==> src/rtl/uart_receiver.sv <==
// 8N1 UART receiver with valid/ack handshake, framing-error pulse and sticky overrun.
// Define UART_RX_PARITY_EN for 8E1 framing with a parity_err pulse output.
module uart_receiver #(
  parameter int unsigned CLKS_PER_BIT = 1042
) (
  input  logic       clk,
  input  logic       rst_n,
  input  logic       RxD,
  input  logic       rx_ack,
  output logic [7:0] rx_data,
  output logic       rx_valid,
  output logic       rx_busy,
  output logic       frame_err,
  output logic       overrun
`ifdef UART_RX_PARITY_EN
  ,
  output logic       parity_err
`endif
);

  localparam int unsigned HALF_BIT = CLKS_PER_BIT / 2;
  localparam int unsigned CntW     = $clog2(CLKS_PER_BIT);

  typedef enum logic [2:0] {
    StIdle,
    StStart,
    StData,
`ifdef UART_RX_PARITY_EN
    StParity,
`endif
    StStop,
    StWaitHigh
  } state_e;

  state_e          state_q, state_d;
  logic [CntW-1:0] cnt_q, cnt_d;
  logic [2:0]      bit_q, bit_d;
  logic [7:0]      shift_q, shift_d;
  logic [7:0]      rx_data_q, rx_data_d;
  logic            rx_valid_q, rx_valid_d;
  logic            frame_err_q, frame_err_d;
  logic            overrun_q, overrun_d;
  logic            sync1_q, rx_s_q;
  logic            good_frame;
  logic            cnt_last, half_last;
`ifdef UART_RX_PARITY_EN
  logic            par_q, par_d;
  logic            parity_err_q, parity_err_d;
  logic            par_bad;
`endif

  assign cnt_last  = (cnt_q == CntW'(CLKS_PER_BIT - 1));
  assign half_last = (cnt_q == CntW'(HALF_BIT - 1));
`ifdef UART_RX_PARITY_EN
  assign par_bad   = ^{shift_q, par_q};
`endif

  always_comb begin
    state_d     = state_q;
    cnt_d       = cnt_q;
    bit_d       = bit_q;
    shift_d     = shift_q;
    rx_data_d   = rx_data_q;
    rx_valid_d  = rx_valid_q;
    overrun_d   = overrun_q;
    frame_err_d = 1'b0;
    good_frame  = 1'b0;
`ifdef UART_RX_PARITY_EN
    par_d        = par_q;
    parity_err_d = 1'b0;
`endif

    case (state_q)
      StIdle: begin
        cnt_d = '0;
        bit_d = '0;
        if (!rx_s_q) state_d = StStart;
      end
      StStart: begin
        cnt_d = cnt_q + CntW'(1);
        if (half_last) begin
          cnt_d   = '0;
          // A high line at the start-bit midpoint is a glitch, not a frame.
          state_d = rx_s_q ? StIdle : StData;
        end
      end
      StData: begin
        cnt_d = cnt_q + CntW'(1);
        if (cnt_last) begin
          cnt_d   = '0;
          shift_d = {rx_s_q, shift_q[7:1]};
          bit_d   = bit_q + 3'd1;
          if (bit_q == 3'd7) begin
`ifdef UART_RX_PARITY_EN
            state_d = StParity;
`else
            state_d = StStop;
`endif
          end
        end
      end
`ifdef UART_RX_PARITY_EN
      StParity: begin
        cnt_d = cnt_q + CntW'(1);
        if (cnt_last) begin
          cnt_d   = '0;
          par_d   = rx_s_q;
          state_d = StStop;
        end
      end
`endif
      StStop: begin
        cnt_d = cnt_q + CntW'(1);
        if (cnt_last) begin
          cnt_d = '0;
`ifdef UART_RX_PARITY_EN
          parity_err_d = par_bad;
`endif
          if (rx_s_q) begin
`ifdef UART_RX_PARITY_EN
            good_frame = !par_bad;
`else
            good_frame = 1'b1;
`endif
            // Returning at the stop midpoint lets an adjacent start bit be caught.
            state_d = StIdle;
          end else begin
            frame_err_d = 1'b1;
            state_d     = StWaitHigh;
          end
        end
      end
      StWaitHigh: begin
        cnt_d = '0;
        if (rx_s_q) state_d = StIdle;
      end
      default: state_d = StIdle;
    endcase

    if (rx_ack && rx_valid_q) begin
      rx_valid_d = 1'b0;
      overrun_d  = 1'b0;
    end
    if (good_frame) begin
      rx_data_d  = shift_q;
      rx_valid_d = 1'b1;
      if (rx_valid_q && !rx_ack) overrun_d = 1'b1;
    end
  end

  always_ff @(posedge clk or negedge rst_n) begin
    if (!rst_n) begin
      sync1_q     <= 1'b1;
      rx_s_q      <= 1'b1;
      state_q     <= StIdle;
      cnt_q       <= '0;
      bit_q       <= '0;
      shift_q     <= '0;
      rx_data_q   <= '0;
      rx_valid_q  <= 1'b0;
      frame_err_q <= 1'b0;
      overrun_q   <= 1'b0;
`ifdef UART_RX_PARITY_EN
      par_q        <= 1'b0;
      parity_err_q <= 1'b0;
`endif
    end else begin
      sync1_q     <= RxD;
      rx_s_q      <= sync1_q;
      state_q     <= state_d;
      cnt_q       <= cnt_d;
      bit_q       <= bit_d;
      shift_q     <= shift_d;
      rx_data_q   <= rx_data_d;
      rx_valid_q  <= rx_valid_d;
      frame_err_q <= frame_err_d;
      overrun_q   <= overrun_d;
`ifdef UART_RX_PARITY_EN
      par_q        <= par_d;
      parity_err_q <= parity_err_d;
`endif
    end
  end

  assign rx_data   = rx_data_q;
  assign rx_valid  = rx_valid_q;
  assign rx_busy   = (state_q != StIdle);
  assign frame_err = frame_err_q;
  assign overrun   = overrun_q;
`ifdef UART_RX_PARITY_EN
  assign parity_err = parity_err_q;
`endif

endmodule

==> config.mk <==
export PLATFORM = sky130hd
export DESIGN_NAME = uart_receiver
export DESIGN_NICKNAME = d
export VERILOG_FILES = /design/src/rtl/uart_receiver.sv
export SDC_FILE = /design/constraint.sdc
export NUM_CORES = 1
export LEC_CHECK = 0
export CAP_MARGIN = 10
export CORE_MARGIN = 2
export CORE_UTILIZATION = 51
export CTS_CLUSTER_SIZE = 25
export DETAILED_ROUTE_END_ITERATION = 8
export PLACE_DENSITY = 0.74
export REMOVE_ABC_BUFFERS = 1
export SYNTH_ARGS = -nofsm -noshare
export SYNTH_HDL_FRONTEND = slang
export SYNTH_SLANG_ARGS = --single-unit
==> constraint.sdc <==
create_clock -name clk -period 2.35 [get_ports clk]
set_clock_uncertainty 0.2 [all_clocks]
set_input_delay 0.3525 -clock clk [delete_from_list [all_inputs] [get_ports clk]]
set_output_delay 0.3525 -clock clk [all_outputs]
set_load 0.02 [all_outputs]
Word-level counts from Yosys, hierarchy flattened --
Cells that the tools add are included.
Word-level totals: bits in registers 38, input port bits 4, output and inout bits 12, logic and storage cells 63
Cells by class: add/sub/neg operators 2, eq/ne operators 13, muxes and demuxes 25, reduce and logical (&&, ||, !) cells 13
Operator list (count):
- $pmux W11 S3 | 1
- $mux W3 | 8
- $mux W11 | 2
- $pmux W3 S5 | 1
- $ne A2 B2 Y1 const B | 6
- $add A11 B1 Y11 const B | 1
- $eq A11 B10 Y1 const B | 1
- $eq A11 B11 Y1 const B | 1
- $mux W1 | 11
- $eq A3 B2 Y1 const B | 2
- $eq A3 B3 Y1 const B | 2
- $pmux W3 S2 | 1
- $reduce_and A6 Y1 | 1
- $reduce_bool A3 Y1 | 2
- $reduce_and A2 Y1 | 2
- $reduce_bool A2 Y1 | 2
- $reduce_or A2 Y1 | 2
- $add A3 B1 Y3 const B | 1
- $eq A3 B1 Y1 const B | 1
- $logic_not A3 Y1 | 1
- $logic_and A1 B1 Y1 | 2
- $mux W2 | 1
- $logic_not A1 Y1 | 1

Longest topological paths before layout --
depth after elaboration 4, gate-level depth with buffers 7, gate-level depth less buffers 6

Worst setup path after synthesis --
No wires, ideal clock.
path kind reg-to-reg, start point register cnt_q[5], end point register rx_data_q[0] (netlist: rx_data[0]), setup time 125 ps, arrival time 2039 ps, data required time 2025 ps, setup slack -14 ps, cell stages (with the launch flop) 6, buffers on the path 1, clock period less this slack 2364 ps, path through dfrtp_1 -> or4_4 -> nor4b_4 -> and4_4 -> buf_12 -> mux2_4
On the way: longest elaborated chain between the ends 3
RTL lines:
- from (decl) | RTL line 36 | logic [CntW-1:0] cnt_q, cnt_d;
- from (signal assigned) | RTL line 171 | cnt_q <= cnt_d;
- $eq A11 B11 Y1 | RTL line 52 | assign cnt_last = (cnt_q == CntW'(CLKS_PER_BIT - 1));
- $mux W1 | RTL line 114 | if (cnt_last) begin
- $mux W1 | RTL line 73 | case (state_q)
- to (signal assigned) | RTL line 174 | rx_data_q <= rx_data_d;
- to (decl) | RTL line 39 | logic [7:0] rx_data_q, rx_data_d;
Every way passes these cells. A chain may end at the register's enable or synchronous reset.

Worst setup path after layout --
start point register cnt_q[5], end point register rx_data_q[5] (netlist: rx_data[5])
Same word-level chain as after synthesis.

==> results.cfg <==
[drt]
drc = 0
drt_first_pass_iters = 4
drt-initial-drc-count = 66
drt-wirelength-per-cell_um = 14.66
routed_wl_um = 3387
drtAntennaViolNets = 0
via_per_inst = 5.424
vias = 1253

[logic_synthesis]
synthTopCellsByArea = dfrtp_1 48%, mux2_4 12%, ha_1 3.3%
synth_most_common_cell = dfrtp_1
synth_sequential_area_ratio = 0.5066
synth_edf_count = 0
ys_async_sr_fraction = 1.000
avgSynthCellArea_um2 = 12.22
netlist.area_leader.share = 0.4787
synth-seq-cells = 38
synth_cell_types = 41
yosys_warnings = 0
ys_top_cells_by_count = 36 x dfrtp_1, 15 x mux2_4, 13 x nand2_1, 13 x nor2_1
synth_area_leader_cell = dfrtp_1
synth_cells = 154
syn-cell-area_um2 = 1882
synth-main-ff-cell = dfrtp_1

[critical_path]
r2r-end = rx_data[5]$_DFFE_PN0P_
worst-path-max-fanout = 4
r2r_slack_ps = -7
critPathKind = flop to flop
rr_worst_depth = 5
rr_startpoint = cnt_q[5]$_DFFE_PN0P_
startpoint_type = flop
endpoint_kind = flop
worstPathArrival_ps = 2340
critPathRequiredTime_ps = 2340

[floorplan]
die_h_um = 64.75
die_w_um = 64.75
initial_core_util = 0.5219
die_area_um2 = 4192
fp-row-count = 22
core_um2 = 3606
ios = 16

[clock_tree]
clock_sinks = 38
htreeDepth = 2
cts-root-buf = clkbuf_8
cts_inserted_buffers = 5
clk_pin_slew_ps = 80
cts_buffer_depth = 2
cts_tree = yes
clock_latency_ps = 300

[global_routing]
grt_remaining_overflow = 0
grt_pass1_wl_um = 5934
grtUsageTotal = 0.1899
grt_max_degree = 39
grt_pass1_vias = 1296
antenna_found_initial = 0

[power_and_ir_drop]
p_per_area_nw_per_um2 = 521.2
ir_drop_v = 0.0003779
leakagePower_nw = 1.074

[timing]
finalHoldViolCount = 0
fin_crit_sh = 1.003
setup_viol = 3
rsz0062_at_grt = true
worst_slack_ps = -6.904
worstMarginPinSlew_ps = 814.6
worst_slew_margin_rel = 0.4570
fmax_ghz = 0.4243
maxSlewViolCount = 0
fin_crit_ps = 2357

[placement]
portBuffers = 15
gp_congestion = 0.8413
place_inst = 219
dp_hpwl_um = 2282
pre_cts_ws_ps = 11.31

[cells_and_area]
antenna_cells = 0
utilization = 0.6124
fill_cells = 290
finalNonFillerCells = 231
area_growth_pct = 17.35
final_nets = 191
drive_gt1_frac = 0.2568

[worst_hold_path]
hp-class = flop to flop
hold_end = rx_s_q$_DFF_PN1_
hold_path_startpoint = sync1_q$_DFF_PN1_
worstHoldPathCells = 0

[outcome]
status = finished, violations left
violations = negative setup slack

[job]
max-cap-violations = 0
==> layout make-up <==
cell class / count / area (um^2) / share of cell area
flip-flops and latches: 38 / 953.4 / 0.4317
multi-input cells: 105 / 844.6 / 0.3824
repair buffers: 27 / 236.5 / 0.1071
clock buffers: 6 / 82.58 / 0.03739
well taps: 48 / 60.06 / 0.02720
inverters: 5 / 18.77 / 0.008499
clock inverters: 2 / 12.51 / 0.005666
==> sequential cells by signal (all words and copies together) (netlist names), named ones only <==
register   flops
bit_q          3
cnt_q         11
frame_err      1
rx_data        8
rx_s_q         1
rx_valid       1
shift_q        8
state_q        3
sync1_q        1
==> routing by layer <==
layer  vias up  wire length [um]  global-route usage
li1        596                 -                   -
met1       621              1534              0.2343
met2        27              1621              0.2951
met3         9               134             0.06250
met4         0                97              0.1011
met5         -                 0                   0
==> critical path: stages, from the launching register on <==
cell and delay (ps):
dfrtp_1 390, or4_4 570, nor4b_4 350, buf_4 170
and4_4 260, mux2_4 310
==> report_power, final <==
group | switching (mW) | total [mW] | internal [mW]
Clock | 0.239 | 0.474 | 0.236
Combinational | 0.0132 | 0.0182 | 0.00499
Sequential | 0.00193 | 0.659 | 0.657
Total | 0.254 | 1.15 | 0.897
==> placed cells by master, fill, tap and decap left out, types with 4 or more instances in the layout <==
| master | n |
|---|---|
| clkdlybuf4s50_1 | 13 |
| inv_1 | 5 |
| nor3_1 | 5 |
| xor2_1 | 4 |
| buf_4 | 11 |
| ha_1 | 5 |
| a21oi_1 | 5 |
| clkbuf_8 | 6 |
| nand4_1 | 5 |
| xnor2_1 | 4 |
| nor2_1 | 13 |
| nand2_1 | 13 |
| dfrtp_1 | 36 |
| mux2_4 | 15 |
==> logic make-up after synthesis <==
| group | share of synthesized area |
|---|---|
| and+or+nand+nor | 0.1669 |
| DFF | 0.5066 |
| muxes | 0.1416 |
| AOI/OAI and AO/OA | 0.06383 |
| buffers and inverters | 0.05053 |
| xor gates and xnor gates | 0.03723 |
| adders and majority gates | 0.03324 |
==> metrics by stage <==
step | power [mW] | setup TNS [ps] | hold slack [ps] | instance area [um^2]
6_report | 1.151 | -14.06 | 156.1 | 2208
5_1_grt | 1.196 | -952.6 | 161.9 | 2208
4_1_cts | 1.164 | 0 | 157.8 | 2190
3_5_place_dp | 0.6893 | 0 | 147.3 | 2078
3_3_place_gp | 0.6889 | 0 | 145.9 | 2078
2_1_floorplan | 0.6717 | -227.7 | -143.1 | 1805
==> what timing repair did <==
action	CTS	global route
endpoints found under the hold margin	36	0
resized for setup	1	1
gates cloned	0	1
endpoints found under the setup margin	2	19
setup buffers	1	1
hold buffers	1	0
pin swaps	1	1
==> worst max-delay path by stage <==
stage	from	end	slack [ps]	cells past startpoint
global placement	cnt_q[5]$_DFFE_PN0P_	rx_data[7]$_DFFE_PN0P_	60	4
CTS	cnt_q[5]$_DFFE_PN0P_	rx_data[2]$_DFFE_PN0P_	2	4
floorplan	cnt_q[5]$_DFFE_PN0P_	shift_q[1]$_DFFE_PN0P_	-30	4
detailed placement	cnt_q[5]$_DFFE_PN0P_	shift_q[6]$_DFFE_PN0P_	10	4
global route	cnt_q[5]$_DFFE_PN0P_	bit_q[0]$_DFFE_PN0P_	-80	5
finish	cnt_q[5]$_DFFE_PN0P_	rx_data[5]$_DFFE_PN0P_	-7	5
Note: power is estimated with default switching activity, not from simulation.
